## src/rtl/red_pkg.sv

```systemverilog
// ============================================================================
// Module   : red_pkg
// Brief    : Widths, state encoding and nibble sign-extension for red_seq.
// Revision : 1.0 - initial release
// ============================================================================
`default_nettype none

package red_pkg;

  localparam int RED_DATA_W  = 16;
  localparam int RED_NIB_W   = 4;
  localparam int RED_NIBBLES = 4;
  localparam int RED_RES_W   = 7;

  typedef enum logic [1:0] {
    IDLE = 2'd0,
    ACC  = 2'd1,
    DONE = 2'd2
  } red_state_t;

  function automatic logic [RED_RES_W-1:0] sext_nib(input logic [RED_NIB_W-1:0] nib);
    return {{(RED_RES_W-RED_NIB_W){nib[RED_NIB_W-1]}}, nib};
  endfunction

endpackage

`default_nettype wire

```

## src/rtl/red_nib_add.sv

```systemverilog
// ============================================================================
// Module   : red_nib_add
// Brief    : Combinational acc + sext(na) + sext(nb), 7-bit two's complement.
// Revision : 1.0 - initial release
// ============================================================================
`default_nettype none

module red_nib_add
  import red_pkg::*;
(
  input  logic [RED_RES_W-1:0] acc,
  input  logic [RED_NIB_W-1:0] na,
  input  logic [RED_NIB_W-1:0] nb,
  output logic [RED_RES_W-1:0] sum
);

  // The total range -64..+56 fits in 7 bits, so modular addition never wraps.
  assign sum = acc + sext_nib(na) + sext_nib(nb);

endmodule

`default_nettype wire

```

## src/rtl/red_seq.sv

```systemverilog
// ============================================================================
// Module   : red_seq
// Brief    : Multi-cycle RED sequencer, one nibble pair accumulated per cycle.
// Revision : 1.0 - initial release
// ============================================================================
`default_nettype none

module red_seq
  import red_pkg::*;
(
  input  logic                  clk,
  input  logic                  rst,
  input  logic                  flush,
  input  logic                  in_valid,
  output logic                  in_ready,
  input  logic [RED_DATA_W-1:0] a,
  input  logic [RED_DATA_W-1:0] b,
  output logic                  out_valid,
  input  logic                  out_ready,
  output logic [RED_RES_W-1:0]  r,
  output logic                  busy
);

  red_state_t            state_q, state_d;
  logic [RED_DATA_W-1:0] a_q, a_d;
  logic [RED_DATA_W-1:0] b_q, b_d;
  logic [RED_RES_W-1:0]  acc_q, acc_d;
  logic [1:0]            idx_q, idx_d;

  logic [RED_NIB_W-1:0]  nib_a;
  logic [RED_NIB_W-1:0]  nib_b;
  logic [RED_RES_W-1:0]  sum;

  always_ff @(posedge clk) begin
    if (rst) begin
      state_q <= IDLE;
      a_q     <= '0;
      b_q     <= '0;
      acc_q   <= '0;
      idx_q   <= '0;
    end else begin
      state_q <= state_d;
      a_q     <= a_d;
      b_q     <= b_d;
      acc_q   <= acc_d;
      idx_q   <= idx_d;
    end
  end

  always_comb begin
    unique case (idx_q)
      2'd0:    begin nib_a = a_q[3:0];   nib_b = b_q[3:0];   end
      2'd1:    begin nib_a = a_q[7:4];   nib_b = b_q[7:4];   end
      2'd2:    begin nib_a = a_q[11:8];  nib_b = b_q[11:8];  end
      default: begin nib_a = a_q[15:12]; nib_b = b_q[15:12]; end
    endcase
  end

  red_nib_add u_nib_add (
    .acc (acc_q),
    .na  (nib_a),
    .nb  (nib_b),
    .sum (sum)
  );

  // Flush overrides every handshake; operand registers survive it.
  always_comb begin
    state_d = state_q;
    a_d     = a_q;
    b_d     = b_q;
    acc_d   = acc_q;
    idx_d   = idx_q;
    if (flush) begin
      state_d = IDLE;
      acc_d   = '0;
      idx_d   = '0;
    end else begin
      unique case (state_q)
        IDLE: begin
          if (in_valid) begin
            state_d = ACC;
            a_d     = a;
            b_d     = b;
            acc_d   = '0;
            idx_d   = '0;
          end
        end
        ACC: begin
          acc_d = sum;
          idx_d = idx_q + 2'd1;
          if (idx_q == 2'd3) state_d = DONE;
        end
        DONE: begin
          if (out_ready) state_d = IDLE;
        end
        default: begin
          state_d = IDLE;
          acc_d   = '0;
          idx_d   = '0;
        end
      endcase
    end
  end

  always_comb begin
    in_ready  = (state_q == IDLE);
    out_valid = (state_q == DONE);
    busy      = (state_q == ACC) || (state_q == DONE);
    r         = acc_q;
  end

endmodule

`default_nettype wire

```

## config.mk

```make
export PLATFORM = sky130hd
export DESIGN_NAME = red_seq
export DESIGN_NICKNAME = d
export VERILOG_FILES = /design/src/rtl/red_pkg.sv /design/src/rtl/red_nib_add.sv /design/src/rtl/red_seq.sv
export SDC_FILE = /design/constraint.sdc
export NUM_CORES = 1
export LEC_CHECK = 0
export BUFFER_PORTS_ARGS = -buffer_cell sky130_fd_sc_hd__buf_2
export CAP_MARGIN = 30
export CORE_AREA = 3 3 68 70
export CTS_BUF_LIST = sky130_fd_sc_hd__clkbuf_4 sky130_fd_sc_hd__clkbuf_8 sky130_fd_sc_hd__clkbuf_16
export DETAILED_ROUTE_END_ITERATION = 10
export DIE_AREA = 0 0 71 73
export HOLD_SLACK_MARGIN = 0.12
export MAX_ROUTING_LAYER = met4
export PLACE_DENSITY = 0.83
export SLEW_MARGIN = 25
export SYNTH_ARGS = -nofsm -noshare
export SYNTH_HDL_FRONTEND = slang
export SYNTH_SLANG_ARGS = --single-unit
export TNS_END_PERCENT = 50
```

## constraint.sdc

```tcl
create_clock -name clk -period 5 [get_ports clk]
set_input_delay 0.75 -clock clk [delete_from_list [all_inputs] [get_ports clk]]
set_output_delay 0.75 -clock clk [all_outputs]
set_load 0.005 [all_outputs]
```

After elaboration in Yosys (flattened, before gate mapping)
Cells that the tools add are included.

cells by class
  add/sub/neg operators = 3
  eq/ne operators = 8
  muxes and demuxes = 10
  bitwise operators = 2
  reduce and logical (&&, ||, !) cells = 7

operator list
  kind                                            count
  case mux 4 bit (3 select lines)                 2
  case mux 7 bit (3 select lines)                 1
  adder 7 bit                                     2
  case mux 2 bit (3 select lines)                 2
  2-to-1 mux 2 bit                                4
  2-to-1 mux 7 bit                                1
  == test 2 bit (second input constant)           3
  AND reduction 3 bit                             2
  == test 2 x 1 -> 1 bit (second input constant)  2
  logical NOT 2 bit                               2
  != test 2 bit (second input constant)           2
  adder 2 x 1 -> 2 bit (second input constant)    1
  != test 2 x 1 -> 1 bit (second input constant)  1
  inverter 1 bit                                  2
  AND reduction 2 bit                             1
  OR reduction 2 bit                              1
  logical OR 1 bit                                1

word-level totals
  bits in registers = 43
  bits of input ports = 37
  output and inout bits = 10
  logic and storage cells = 35

Depth between registers and ports, before layout
  depth in word-level cells = 5
  depth in mapped cells = 15
  depth with buffers taken out = 14

Hierarchy
Synthesis repeated with hierarchy kept, for this count alone.

second synthesis, totals
  cells, all modules = 270
  area total of the unflattened synthesis = 2274.7 um^2

by module, submodules not included
  module       times used  cells each  area an instance (um^2)  seq. area each (um^2)
  red_seq      1           238         1931.9                   860.8
  red_nib_add  1           32          342.8                    0.0

Least setup slack after synthesis
No wires, ideal clock.

  path type = register to register
  from = register idx_q[1]
  to = register acc_q[6], in the netlist r[6]
  library setup time = 117 ps
  data arrival time = 3013 ps
  required time = 4883 ps
  slack = 1870 ps
  cell stages (with the launch flop) = 15
  buffers on the path = 1
  clock period less this slack = 3130 ps
  cell sequence = dfxtp_1 -> inv_1 -> ha_1 -> buf_6 -> a222oi_1 -> nand2_1 -> o21ai_0 -> fa_1 -> inv_1 -> ha_1 -> a211oi_1 -> o21bai_1 -> a21oi_1 -> xnor3_1 -> a32o_1

between the ends
  longest elaborated chain between the ends = 5
  elaborated cells on any way between the ends = 8
  classes of those cells = add/sub: 2; eq/ne: 2; mux: 3; reduce/logical: 1

ends and longest elaborated chain
  item                                         line               RTL
  from (decl)                                  red_seq.sv:28      logic [1:0] idx_q, idx_d;
  from (signal assigned)                       red_seq.sv:46      idx_q <= idx_d;
  == test 2 bit, or another cell as far along  red_seq.sv:51      unique case (idx_q)
  case mux 4 bit (3 select lines)              red_seq.sv:51
  adder 7 bit                                  red_nib_add.sv:18  assign sum = acc + sext_nib(na) + sext_nib(nb);
  adder 7 bit *                                red_nib_add.sv:18
  case mux 7 bit (3 select lines) *            red_seq.sv:78      unique case (state_q)
  to (signal assigned)                         red_seq.sv:39      acc_q <= '0;
  to (signal assigned)                         red_seq.sv:45      acc_q <= acc_d;
  to (decl)                                    red_seq.sv:27      logic [RED_RES_W-1:0] acc_q, acc_d;

Every way passes the cells marked *; elsewhere a longest branch is shown, timed or not.
A chain may end at the register's enable or synchronous reset.

Worst setup path in the final report
Ends and elaborated chain as after synthesis.

==> results.yml <==
worst_setup_path:
  cp_common_cell: "inv_1"
  crit_path_end_kind: "flip-flop"
  crit_required_ns: 5.20
  worst-setup-path-type: "reg2reg"
  path_cells: "inv_1 -> ha_1 -> a222oi_1 -> a21oi_1 -> inv_1 -> fa_1 -> inv_1 -> ha_1 -> o21ai_0 -> o21bai_1 -> a21oi_1 -> xnor3_1 -> a32o_1"
  worstPathMaxFanout: 8
  cp-startpoint: "idx_q[1]$_SDFFE_PP0P_"
  r2r_start: "idx_q[1]$_SDFFE_PP0P_"
  cp.arrival_ns: 3.63
  crit_path_start_kind: "flip-flop"
  slowest_delay_ns: 0.51
  slowest_stage: "fa_1"
synth:
  yosys.area_share.xor_xnor_pct: 3.00
  synthesis.nets: 331
  synth_area_per_cell_sq_um: 8.06
  yosys.area_share.simple_pct: 17.7
  synth_seq_area_share_pct: 39.0
  ys_types: 31
  synth-compound-area-share_pct: 18.3
  yosysWarnings: 0
  yosys.area.top_type: "dfxtp_1"
  muxShareOfSynthArea_pct: 0.963
  synthCells: 274
  synth.area.top_cells: "dfxtp_1 (39%), nand2_1 (13%), a21oi_1 (10%)"
  synth_area_sq_mm: 0.00221
  ys_ff_latch: 43
  synthAdderAreaFrac_pct: 13.7
  synth_top_area_share_pct: 39.0
  synth_top_family_by_area: "compound AO/OA/AOI/OAI gates"
clocking:
  clock_sinks: 43
  postCtsSetupBuffers: 0
  numCtsBuffers: 5
  path_clk_slew_ns: 0.08
  worstSkewPairLatency_ns: 0.30
  h-tree-depth: 2
  cts_tree: "done"
  cts-hold-fix-buffers: 0
  root_buffer: "clkbuf_8"
  clockBufferDepth: 2
  cts.repair.resized: 0
sta:
  report.final.hold_viol_count: 0
  finalCritPeriodShare_pct: 68.7
  max_slew.worst_pin.slew_ns: 0.573
  max-slew-margin-rel_pct: 61.8
  fmax_mhz: 291
  setup_viol: 0
  report.final.slew_viol_count: 0
  tns_ns: 0
  period_minus_slack_ns: 3.43
  rsz0062_at_grt: "false"
  skew_ns: 0.00684
  setup_ws_ns: 1.57
flow_run:
  drv_cap: 0
layout:
  final_cells: 361
  syn2layout_area_growth_pct: 14.3
  n_antenna_cell: 0
  seq_area_sq_um: 861
  final_common_cell: "nand2_1"
  drive_above_1_share_pct: 19.6
  nets: 367
  fill_cells: 366
  layout_common_cells: "nand2_1 (78), buf_2 (46), a21oi_1 (45)"
  multiInputGateArea_sq_mm: 0.00119
  fin_util_pct: 62.7
die:
  num_rows: 23
  die-area_sq_mm: 0.00518
  core-area_sq_mm: 0.00403
  fp.dieH_um: 73
  initial_core_util_pct: 54.8
  dieWidth_um: 71
  io_pins: 47
route:
  dr.pass1.iters: 4
  ant_nets: 0
  wl_mm: 4.58
  wl_per_cell_um: 12.7
  drtIter0Drc: 122
  drc_errors: 0
  viasPerCell: 5.16
  dr_total_vias: 1862
placed_design:
  portBuffers: 46
  dp_hpwl_mm: 3.49
  place.gp.congestion: 0.854
  place_ws_ns: 1.59
  placedCellCount: 353
global_route:
  grt_overflow: 0
  grt_max_degree: 35
  grt.total_usage_pct: 20.1
  grt_antenna_before_repair: 0
  grt_pass1_wl_mm: 8.14
  grt_pass1_vias: 1752
min_path:
  hp-start: "b_q[12]$_SDFFE_PP0P_"
  min_path_type: "reg2reg"
pwr:
  ir_drop_v: 0.000175
  p_leak_nw: 1.15
  cellPowerDensity_mw_per_mm2: 270
status:
  status: "completed"
path summary, 6_finish.rpt:
check,to,slack [ns],cells past startpoint
worst max-delay path,r[6]$_SDFFE_PP0P_,1.57,13
worst min-delay path,b_q[12]$_SDFFE_PP0P_,0.46,2
worst max register to register,r[6]$_SDFFE_PP0P_,1.57,13
worst min register to register,b_q[12]$_SDFFE_PP0P_,0.46,2
routing by layer:
layer | part of all wire [%] | track usage, % | vias up
met5 | 0 | - | -
met4 | 1.3 | 5.43 | 0
met3 | 5.2 | 4.68 | 6
met2 | 46 | 30.5 | 51
met1 | 48 | 27.0 | 829
li1 | - | - | 976
kinds of logic (layout without fill, tap and decap cells):
kind of cell | after synthesis | count (layout)
and+or+nand+nor | 98 | 98
adders and majority gates | 20 | 20
buffers and inverters | 38 | 75
muxes | 2 | 2
AOI/OAI and AO/OA | 67 | 67
DFF | 43 | 43
xor gates and xnor gates | 6 | 6
critical path, delay by kind of cell (launching register included):
| family | cells | cell delay (ns) |
|---|---|---|
| flops | 1 | 0.35 |
| compound gates | 6 | 1.19 |
| buf+inv | 3 | 0.30 |
| fa+ha+maj | 3 | 1.17 |
| xor+xnor | 1 | 0.32 |
layout make-up:
cell class	count	area share (%)
flip-flops and latches	43	34.1
clock inverters	2	0.644
well taps	50	2.48
repair buffers	47	9.56
clock buffers	6	3.27
inverters	20	2.97
multi-input cells	193	47.0
Yosys cell counts:
cell type / n
o21ai_0: 6
nand3b_1: 1
clkbuf_2: 2
clkbuf_1: 13
inv_1: 20
xnor2_1: 2
a222oi_1: 8
a21o_1: 2
buf_4: 1
fa_1: 7
mux2_2: 1
nand3_1: 5
o21bai_1: 1
a32o_1: 1
nand2_1: 78
and2_1: 1
nor2_1: 9
xor2_1: 3
ha_1: 13
nor2b_1: 1
xnor3_1: 1
mux2i_1: 1
o21ai_2: 1
a211oi_1: 1
or2_2: 2
a2bb2oi_1: 1
a21oi_1: 45
nand2b_1: 1
o221a_2: 1
dfxtp_1: 43
buf_6: 2
report_power, final:
group          leakage, nW  switching [mW]  internal, mW  total (mW)
sequential           0.350         0.00788         0.355       0.363
clock               0.0474           0.123         0.113       0.236
combinational        0.754          0.0474        0.0354      0.0828
total                 1.15           0.179         0.504       0.682
sequential cells by signal (all words and copies together) (netlist names):
name     count
a_q         16
b_q         16
r            7
idx_q        2
state_q      2
per-stage QoR:
step / hold slack, ns / area, sq um / power [mW]
detailed placement: 0.448 / 2430 / 0.454
CTS: 0.458 / 2530 / 0.683
finish: 0.456 / 2530 / 0.682
global placement: 0.442 / 2420 / 0.450
floorplan: 0.433 / 2210 / 0.426
global route: 0.481 / 2530 / 0.713
Note: power is estimated with default switching activity, not from simulation.
